`config.mk`:
```
export PLATFORM = sky130hd
export DESIGN_NAME = pipe_ctl_fsm
export DESIGN_NICKNAME = d
export VERILOG_FILES = /design/src/rtl/mips789_pkg.sv /design/src/rtl/irq_prio_enc.sv /design/src/rtl/pipe_ctl_fsm.sv
export SDC_FILE = /design/constraint.sdc
export NUM_CORES = 1
export LEC_CHECK = 0
export CORE_ASPECT_RATIO = 0.8
export CORE_MARGIN = 8
export CORE_UTILIZATION = 35
export CTS_CLUSTER_SIZE = 8
export DETAILED_ROUTE_END_ITERATION = 6
export GPL_ROUTABILITY_DRIVEN = 1
export PLACE_DENSITY = 0.63
export SLEW_MARGIN = 20
export SYNTH_ARGS = -nofsm -noshare
export SYNTH_HDL_FRONTEND = slang
export SYNTH_SLANG_ARGS = --single-unit
```
`constraint.sdc`:
```
create_clock -name clk -period 3.2 [get_ports clk]
set_input_delay 0.48 -clock clk [delete_from_list [all_inputs] [get_ports clk]]
set_output_delay 0.48 -clock clk [all_outputs]
set_load 0.005 [all_outputs]
```
`src/rtl/mips789_pkg.sv`:
```
// Shared mips789 definitions: command codes, PC select codes, controller states
// and the Moore output decode for the pipeline control FSM.
package mips789_pkg;

  localparam int CNT_W = 8;

  localparam logic [2:0] CMD_NOI = 3'd0;
  localparam logic [2:0] CMD_CUR = 3'd1;
  localparam logic [2:0] CMD_MUL = 3'd2;
  localparam logic [2:0] CMD_LD  = 3'd3;
  localparam logic [2:0] CMD_RET = 3'd4;

  localparam logic [3:0] PC_IGN = 4'd0;
  localparam logic [3:0] PC_KEP = 4'd1;
  localparam logic [3:0] PC_IRQ = 4'd2;
  localparam logic [3:0] PC_RST = 4'd3;

  typedef enum logic [2:0] {
    ST_RST  = 3'd0,
    ST_IDLE = 3'd1,
    ST_NOI  = 3'd2,
    ST_CUR  = 3'd3,
    ST_MUL  = 3'd4,
    ST_LD   = 3'd5,
    ST_IRQ  = 3'd6,
    ST_RET  = 3'd7
  } state_e;

  typedef struct packed {
    logic       ins_clr;
    logic       ins_cls;
    logic       ctl_clr;
    logic       ctl_cls;
    logic       ra_clr;
    logic [3:0] pc;
    logic       nop;
  } ctl_t;

  // Pipeline register controls implied by each state; unknown encodings act as RST.
  function automatic ctl_t ctl_decode(input state_e st);
    ctl_t c;
    case (st)
      ST_IDLE, ST_NOI, ST_RET: c = '{1'b0, 1'b0, 1'b0, 1'b0, 1'b0, PC_IGN, 1'b0};
      ST_MUL, ST_LD:           c = '{1'b1, 1'b0, 1'b1, 1'b0, 1'b0, PC_KEP, 1'b0};
      ST_CUR:                  c = '{1'b0, 1'b1, 1'b0, 1'b1, 1'b1, PC_KEP, 1'b1};
      ST_IRQ:                  c = '{1'b1, 1'b0, 1'b1, 1'b0, 1'b1, PC_IRQ, 1'b0};
      default:                 c = '{1'b1, 1'b0, 1'b1, 1'b0, 1'b1, PC_RST, 1'b1};
    endcase
    return c;
  endfunction

endpackage

```
`src/rtl/irq_prio_enc.sv`:
```
// Fixed-priority encoder for interrupt request lines; bit 0 wins.
module irq_prio_enc #(
  parameter int  N_IRQ = 4,
  localparam int IW    = (N_IRQ > 1) ? $clog2(N_IRQ) : 1
) (
  input  logic [N_IRQ-1:0] irq,
  output logic             any,
  output logic [IW-1:0]    idx
);

  // Scan from the top so the lowest asserted index is the one left standing.
  always_comb begin
    any = |irq;
    idx = {IW{1'b0}};
    for (int i = N_IRQ - 1; i >= 0; i--) begin
      idx = irq[i] ? IW'(i) : idx;
    end
  end

endmodule

```
`src/rtl/pipe_ctl_fsm.sv`:
```
// Pipeline control FSM: sequences multi-cycle MUL/LD stalls, CUR bubbles and
// interrupt entry/return, driving pipeline clear/hold and PC select controls.
module pipe_ctl_fsm
  import mips789_pkg::*;
#(
  parameter int  MUL_CYCLES = 33,
  parameter int  LD_CYCLES  = 1,
  parameter int  N_IRQ      = 4,
  localparam int IW         = (N_IRQ > 1) ? $clog2(N_IRQ) : 1
) (
  input  logic             clk,
  input  logic             rst,
  input  logic             pause,
  input  logic [2:0]       id_cmd,
  input  logic [N_IRQ-1:0] irq,
  output logic             iack,
  output logic [IW-1:0]    irq_id,
  output logic             id2ra_ins_clr,
  output logic             id2ra_ins_cls,
  output logic             id2ra_ctl_clr,
  output logic             id2ra_ctl_cls,
  output logic             ra2exec_ctl_clr,
  output logic [3:0]       pc_prectl,
  output logic             zz_is_nop,
  output logic             busy
);

  localparam logic [CNT_W-1:0] MUL_LAST = CNT_W'(MUL_CYCLES - 1);
  localparam logic [CNT_W-1:0] LD_LAST  = CNT_W'(LD_CYCLES - 1);

  state_e           state_q, state_d;
  logic [CNT_W-1:0] cnt_q, cnt_d;
  logic             in_svc_q, in_svc_d;
  logic [IW-1:0]    irq_id_q, irq_id_d;
  ctl_t             ctl_q, ctl_d;
  logic             iack_q, iack_d;
  logic             busy_q, busy_d;

  logic             irq_any_s;
  logic [IW-1:0]    irq_idx_s;
  logic             pending_s;

  irq_prio_enc #(.N_IRQ(N_IRQ)) u_prio (
    .irq (irq),
    .any (irq_any_s),
    .idx (irq_idx_s)
  );

  // iack_q already reflects the current state, so it masks new requests directly.
  assign pending_s = irq_any_s & ~iack_q;

  // Next-state, delay counter, in-service flag and registered-output decode.
  always_comb begin
    state_d  = state_q;
    cnt_d    = cnt_q;
    in_svc_d = in_svc_q;
    irq_id_d = irq_id_q;
    if (!pause) begin
      case (state_q)
        ST_RST: state_d = ST_IDLE;
        ST_IDLE, ST_NOI: begin
          if (pending_s) begin
            state_d  = ST_IRQ;
            irq_id_d = irq_idx_s;
          end else begin
            case (id_cmd)
              CMD_NOI: state_d = ST_NOI;
              CMD_CUR: state_d = ST_CUR;
              CMD_MUL: begin
                state_d = ST_MUL;
                cnt_d   = {CNT_W{1'b0}};
              end
              CMD_LD: begin
                state_d = ST_LD;
                cnt_d   = {CNT_W{1'b0}};
              end
              CMD_RET: state_d = ST_RET;
              default: state_d = ST_IDLE;
            endcase
          end
        end
        ST_CUR: state_d = ST_NOI;
        ST_MUL: begin
          if (cnt_q == MUL_LAST) begin
            state_d = ST_IDLE;
          end else begin
            cnt_d = cnt_q + 8'd1;
          end
        end
        ST_LD: begin
          if (cnt_q == LD_LAST) begin
            state_d = ST_IDLE;
          end else begin
            cnt_d = cnt_q + 8'd1;
          end
        end
        ST_IRQ:  state_d = ST_IDLE;
        ST_RET:  state_d = ST_IDLE;
        default: state_d = ST_IDLE;
      endcase
      // The flag carries iack from IRQ through the handler until RET.
      if (state_d == ST_RET) begin
        in_svc_d = 1'b0;
      end else if (state_q == ST_IRQ) begin
        in_svc_d = 1'b1;
      end else begin
        in_svc_d = in_svc_q;
      end
    end else begin
      state_d  = state_q;
      cnt_d    = cnt_q;
      in_svc_d = in_svc_q;
      irq_id_d = irq_id_q;
    end
    ctl_d  = ctl_decode(state_d);
    iack_d = (state_d == ST_IRQ) | (in_svc_d & (state_d != ST_RET));
    busy_d = (state_d == ST_MUL) | (state_d == ST_LD);
  end

  // State, counter and registered outputs; reset aborts any stall immediately.
  always_ff @(posedge clk or posedge rst) begin
    if (rst) begin
      state_q  <= ST_RST;
      cnt_q    <= {CNT_W{1'b0}};
      in_svc_q <= 1'b0;
      irq_id_q <= {IW{1'b0}};
      ctl_q    <= ctl_decode(ST_RST);
      iack_q   <= 1'b0;
      busy_q   <= 1'b0;
    end else begin
      state_q  <= state_d;
      cnt_q    <= cnt_d;
      in_svc_q <= in_svc_d;
      irq_id_q <= irq_id_d;
      ctl_q    <= ctl_d;
      iack_q   <= iack_d;
      busy_q   <= busy_d;
    end
  end

  assign iack            = iack_q;
  assign irq_id          = irq_id_q;
  assign id2ra_ins_clr   = ctl_q.ins_clr;
  assign id2ra_ins_cls   = ctl_q.ins_cls;
  assign id2ra_ctl_clr   = ctl_q.ctl_clr;
  assign id2ra_ctl_cls   = ctl_q.ctl_cls;
  assign ra2exec_ctl_clr = ctl_q.ra_clr;
  assign pc_prectl       = ctl_q.pc;
  assign zz_is_nop       = ctl_q.nop;
  assign busy            = busy_q;

endmodule
```
==> summary.md, run 1 <==
| Metric | Value |
|---|---|
| TritonCTS clock tree | yes |
| Vias per inst | 5.24 |
| Final HPWL from detailed placement | 2040 um |
| Die H | 70.2 um |
| Nets | 171 |
| Via count | 1047 |
| CTS Root Cell | clkbuf_8 |
| Reg2reg end | iack |
| Max-Cap Viols | 0 |
| Vias in the first global route | 1018 |
| Commonest non-fill, non-tap cell in the layout | clkdlybuf4s50_1 |
| Seq/Total Area, Yosys | 43.2% |
| Status | finished clean |
| Async SR Flop Fraction | 100% |
| Chip Width | 83.8 um |
| Setup Buffers After CTS | 0 |
| Post-CTS Hold Fix Bufs | 0 |
| Synth warn | 0 |
| Num rows | 19 |
| Worst rel slew slack | 44.1% |
| Max Root-Sink Buffers | 2 |
| Routed WL per cell | 14.0 um |
| Setup TNS | 0 ns |
| First-pass GRT wire length | 4760 um |
| Min Tclk post-route | 2.36 ns |
| Worst-path clk slew | 0.08 ns |
| Largest vdd supply drop | 475 uV |
| Fill cell count | 322 |
| Final ANT Viol Nets | 0 |
| GR Overflow Total | 0 |
| Post-CTS resize count | 0 |
| Routed WL | 2810 um |
| DR pass1 iterations | 6 |
| Layout cells sized above 1 | 12.0% |
| Worst Hold Class | reg2reg |
| Clk_lat worst skew | 0.27 ns |
| Buffers on Ports | 21 |
| FF-to-FF setup slack | 0.86 ns |
| Worst reg2reg path depth | 9 |
| Initial Util | 37.1% |
| Global Route Usage Sum | 9.64% |
| I/O Pins | 24 |
| Pwr/cell area | 897 nW/um2 |
| Fmax achieved | 424 MHz |
| Clock Sinks | 22 |
| Critical path class | in2reg |
| Post-synth EDFFs | 0 |
| Final Setup Violations | 0 |
| Layout area overhead | 22.1% |
| Worst Setup EP | ra2exec_ctl_clr |
| Worst clock skew | 0.00444 ns |
| Number of antenna violations at the first check in global routing | 0 |
| Critical path arrival | 2.56 ns |
| Leak | 0.000655 uW |
| Post-synth top flop | dfrtp_1 |
| Crit. Startpoint | irq[0] |
| Core ar. | 3470 um2 |
| Largest net degree at the start of global routing | 23 |
| Synthesized area | 1290 um2 |
| Post-Route Utilization | 45.3% |
| DRC Markers | 0 |
| Commonest cells after routing, fill and taps aside | clkdlybuf4s50_1, nor2_1, dfrtp_1, o21ai_0, inv_1 |
| Mapped Cells | 142 |
| Distinct cell type count after synthesis | 44 |
| Worst EP required | 3.40 ns |
| Ant diodes | 0 |
| CP cell instances | clkdlybuf4s50_1 -> nor4_1 -> nor2_1 -> o311ai_0 -> o2111a_1 -> and3_1 -> o21bai_1 |
| Htree depth | 1 |
| Period utilization | 73.7% |
| Drt first-iter violations | 89 |
| Max-slew violation count | 0 |
| Critical Path Max Stage Delay | 0.44 ns |
| Die footprint | 5890 um2 |
| Cts bufs inserted | 3 |
| Routability cong. | 0.797 |
| Critical Path Fanout Max | 8 |
| Final Hold Vio Count | 0 |
| Mean Syn Cell Area | 9.07 um2 |
| Crit path max-delay cell type | clkdlybuf4s50_1 |
| Worst-Margin Slew | 0.838 ns |
| Critical Path End Type | flop |
| FF+latch count, synth | 22 |
| Reg-to-Reg Start | cnt_q[0] |
| RSZ-0062 raised after global routing | false |
| Worst setup SP type | input port |
-- where the power goes --
| part | leakage [uW] | internal [uW] | switching [uW] |
|---|---|---|---|
| Clock | 0.0000357 | 167 | 95.3 |
| Sequential | 0.000270 | 388 | 87.6 |
| Combinational | 0.000349 | 346 | 325 |
| Total | 0.000655 | 901 | 508 |
-- Yosys cell counts (3+ instances only) --
master    number  area share (%)
xnor2_1        3             2.0
o21ai_0       14             5.4
nand3_1        5             1.9
dfrtp_1       17              33
a21oi_1        3             1.2
nor2_1        17             5.0
nand2_1        8             2.3
and3_1         4             1.9
dfstp_2        5              10
nand2b_1       4             1.9
nor3_1         3             1.2
buf_4          5             2.9
inv_1         11             3.2
clkbuf_1       5             1.5
-- critical path, delay by kind of cell --
family | cells | cell delay, ns
AND/OR/NAND/NOR | 3 | 0.74
buffers and inverters | 1 | 0.44
AO/OA/AOI/OAI | 3 | 0.90
-- state kept, by name, summed over array words and instances, names as in the netlist, 2 cells and up --
name and count:
cnt_q 8, irq_id 2, pc_prectl 2, state_q 3
-- cell type report --
cell class | count | area [um2] | share of cell area (%)
timing repair buffer | 22 | 218 | 13.9
tap | 42 | 52.6 | 3.34
sequential | 22 | 557 | 35.4
inverter | 11 | 41.3 | 2.63
clock inverter | 1 | 30.0 | 1.91
multi-input combinational | 99 | 632 | 40.2
clock buffer | 3 | 41.3 | 2.63
-- worst min-delay path by stage --
stage	from	endpoint	slack [ns]	depth (start not counted)
after floorplan	in_svc_q	in_svc_q	0.46	2
after global placement	in_svc_q	in_svc_q	0.49	2
after detailed placement	in_svc_q	in_svc_q	0.50	2
after CTS	irq_id[0]	irq_id[0]	0.52	1
after global routing	irq_id[0]	irq_id[0]	0.53	1
final	irq_id[0]	irq_id[0]	0.52	1
-- metrics by stage --
stage               cell area (um2)  cells  total power (uW)  setup WS, ns  hold slack [ns]
finish                         1570    200              1410         0.842            0.516
global route                   1570    200              1520         0.608            0.534
CTS                            1570    200              1420         0.834            0.520
detailed placement             1500    196              1160         0.586            0.500
global placement               1500    196              1140         0.662            0.490
floorplan                      1290    143               941          1.10            0.462
-- routing by layer --
metal | vias up | global-route usage, % | share of wire, %
met5 | - | 0 | 0
met4 | 0 | 4.02 | 1.3
met3 | 4 | 2.32 | 4.5
met2 | 27 | 15.1 | 46
met1 | 501 | 12.3 | 48
li1 | 515 | - | -
-- kinds of logic (layout without fill, tap and decap cells) --
family | Yosys count | after routing | share of synthesized area, %
muxes | 3 | 3 | 2.53
and+or+nand+nor | 53 | 53 | 21.4
DFF | 22 | 22 | 43.2
other | 1 | 2 | 0.291
xor gates and xnor gates | 4 | 4 | 2.72
AOI/OAI and AO/OA | 34 | 34 | 19.1
buffers and inverters | 22 | 37 | 7.97
adders and majority gates | 3 | 3 | 2.72
Note: power is estimated with default switching activity, not from simulation.
==> inputs of run 2 (changes only) <==
==> constraint.sdc (replaced) <==
create_clock -name clk -period 2.2 [get_ports clk]
set_input_delay 0.33 -clock clk [delete_from_list [all_inputs] [get_ports clk]]
set_output_delay 0.33 -clock clk [all_outputs]
set_load 0.005 [all_outputs]
==> run 2 against run 1 <==
Net effect: power grew 72%; flip-flop and latch count is the same; worst setup slack lost 1.0 ns; the flow now finishes with violations (negative setup slack); die area unchanged; sequential power increased by 43%; critical path type is now reg2reg.
==> summary.md, run 2 (synthesis gave the netlist of run 1 again) <==
| Metric | Value |
|---|---|
| Status | finished, violations left |
| Failing checks | negative setup slack |
| Max-Cap Viols | 0 |
| Pwr/cell area | 1320 nW/um2 |
| Worst EP required | 2.38 ns |
| Clk_lat worst skew | 0.26 ns |
| Largest vdd supply drop | 743 uV |
| Commonest cells after routing, fill and taps aside | buf_4, clkdlybuf4s50_1, dfrtp_1, nor2_1, o21ai_0 |
| Critical path class | reg2reg |
| Layout area overhead | 42.7% |
| Worst setup SP type | flop |
| RSZ-0062 raised after global routing | true |
| Routed WL per cell | 14.2 um |
| Setup ws final | -0.159 ns |
| DR pass1 iterations | 4 |
| Critical Path Fanout Max | 5 |
| TritonCTS clock tree | yes |
| Vias in the first global route | 1149 |
| Routability cong. | 0.754 |
| Max reg flops | 8 |
| Buffers on Ports | 21 |
| Largest registers | cnt_q: 8 flops, state_q: 3 flops |
| Die footprint | 5890 um2 |
| Nets | 196 |
| DRC Markers | 0 |
| CTS Root Cell | clkbuf_8 |
| Period utilization | 107% |
| Post-Route Utilization | 52.9% |
| Core ar. | 3470 um2 |
| Area of the multi-input gates | 706 um2 |
| Chip Width | 83.8 um |
| Final ANT Viol Nets | 0 |
| Top reg by flops | cnt_q |
| Critical path arrival | 2.54 ns |
| Routed WL | 3190 um |
| Htree depth | 1 |
| Fmax achieved | 424 MHz |
| Max-slew violation count | 0 |
| Worst-path clk slew | 0.08 ns |
| First-pass GRT wire length | 5450 um |
| Worst-Margin Slew | 0.501 ns |
| Critical Path End Type | flop |
| Vias per inst | 5.09 |
| Worst reg2reg path depth | 9 |
| Post-CTS Hold Fix Bufs | 0 |
| Layout cells sized above 1 | 29.0% |
| Initial Util | 37.1% |
| Worst rel slew slack | 66.3% |
| Global Route Usage Sum | 10.9% |
| Drt first-iter violations | 72 |
| Worst clock skew | 0.00170 ns |
| Commonest non-fill, non-tap cell in the layout | buf_4 |
| FF-to-FF setup slack | -0.16 ns |
| Ant diodes | 0 |
| DP Worst Slack | -0.184 ns |
| Clock Sinks | 22 |
| Final Hold Vio Count | 0 |
| Cts bufs inserted | 3 |
| I/O Pins | 24 |
| Max Root-Sink Buffers | 2 |
| Fill cell count | 302 |
| GR Overflow Total | 0 |
| Largest net degree at the start of global routing | 23 |
| Number of antenna violations at the first check in global routing | 0 |
| Via count | 1146 |
| Worst Hold Class | in2async |
| Num rows | 19 |
| Die H | 70.2 um |
| Leak | 0.000793 uW |
| Register area | 557 um2 |
| Final HPWL from detailed placement | 2350 um |
| Final Setup Violations | 8 |
| Min Tclk post-route | 2.36 ns |
| Reg-to-Reg Start | cnt_q[1] |
| Reg2reg end | iack |
-- run 2: metrics by stage --
| step | cell area, um2 | total power [uW] | cells | hold slack [ns] | setup TNS, ns |
|---|---|---|---|---|---|
| floorplan | 1290 | 1370 | 143 | 0.316 | 0 |
| global placement | 1670 | 1790 | 219 | 0.488 | -0.763 |
| detailed placement | 1670 | 1830 | 219 | 0.497 | -1.04 |
| CTS | 1820 | 2390 | 224 | 0.395 | -1.08 |
| global route | 1840 | 2590 | 225 | 0.415 | -1.46 |
| finish | 1840 | 2430 | 225 | 0.392 | -0.741 |
-- run 2: critical path: stages (launching register included) --
cell and delay (ns):
dfrtp_1 0.41, inv_2 0.09, ha_4 0.12, or4b_4 0.51
o41ai_4 0.31, a2111oi_4 0.14, a211oi_4 0.31, inv_1 0.10
nand2_1 0.10, mux2i_1 0.20
-- run 2: how the worst max path moves through the flow --
| stage | from | end | slack, ns | depth (start not counted) |
|---|---|---|---|---|
| CTS | cnt_q[1] | iack | -0.19 | 9 |
| finish | cnt_q[1] | iack | -0.16 | 9 |
| global route | cnt_q[1] | iack | -0.25 | 9 |
| detailed placement | irq[0] | ra2exec_ctl_clr | -0.18 | 7 |
| global placement | irq[0] | ra2exec_ctl_clr | -0.17 | 7 |
| floorplan | cnt_q[0] | iack | 0.1 | 9 |
-- run 2: metal layers --
layer | vias to the layer above | global-route usage, % | share of wire, %
met5 | - | 0 | 0
met4 | 0 | 4.97 | 2.1
met3 | 7 | 1.97 | 2.9
met2 | 18 | 17.6 | 46
met1 | 556 | 13.7 | 49
li1 | 565 | - | -
-- run 2: power by group --
| part | internal [uW] | switching (uW) |
|---|---|---|
| clock network | 243 | 128 |
| registers | 565 | 116 |
| logic | 747 | 627 |
| total | 1550 | 871 |
-- run 2: what timing repair did --
| item | 4_1_cts | 5_1_grt |
|---|---|---|
| gates resized for setup | 11 | 5 |
| buffers inserted | 2 | 1 |
| gates cloned | 0 | 0 |
| pin swaps | 3 | 4 |
| endpoints found under the setup margin | 9 | 15 |
-- run 2: cell type report --
class / instances / area share (%)
Multi-Input combinational cell: 99 / 38.4
Sequential cell: 22 / 30.3
Timing Repair Buffer: 47 / 22.3
Tap cell: 42 / 2.86
Clock buffer: 3 / 2.25
Inverter: 11 / 2.25
Clock inverter: 1 / 1.63
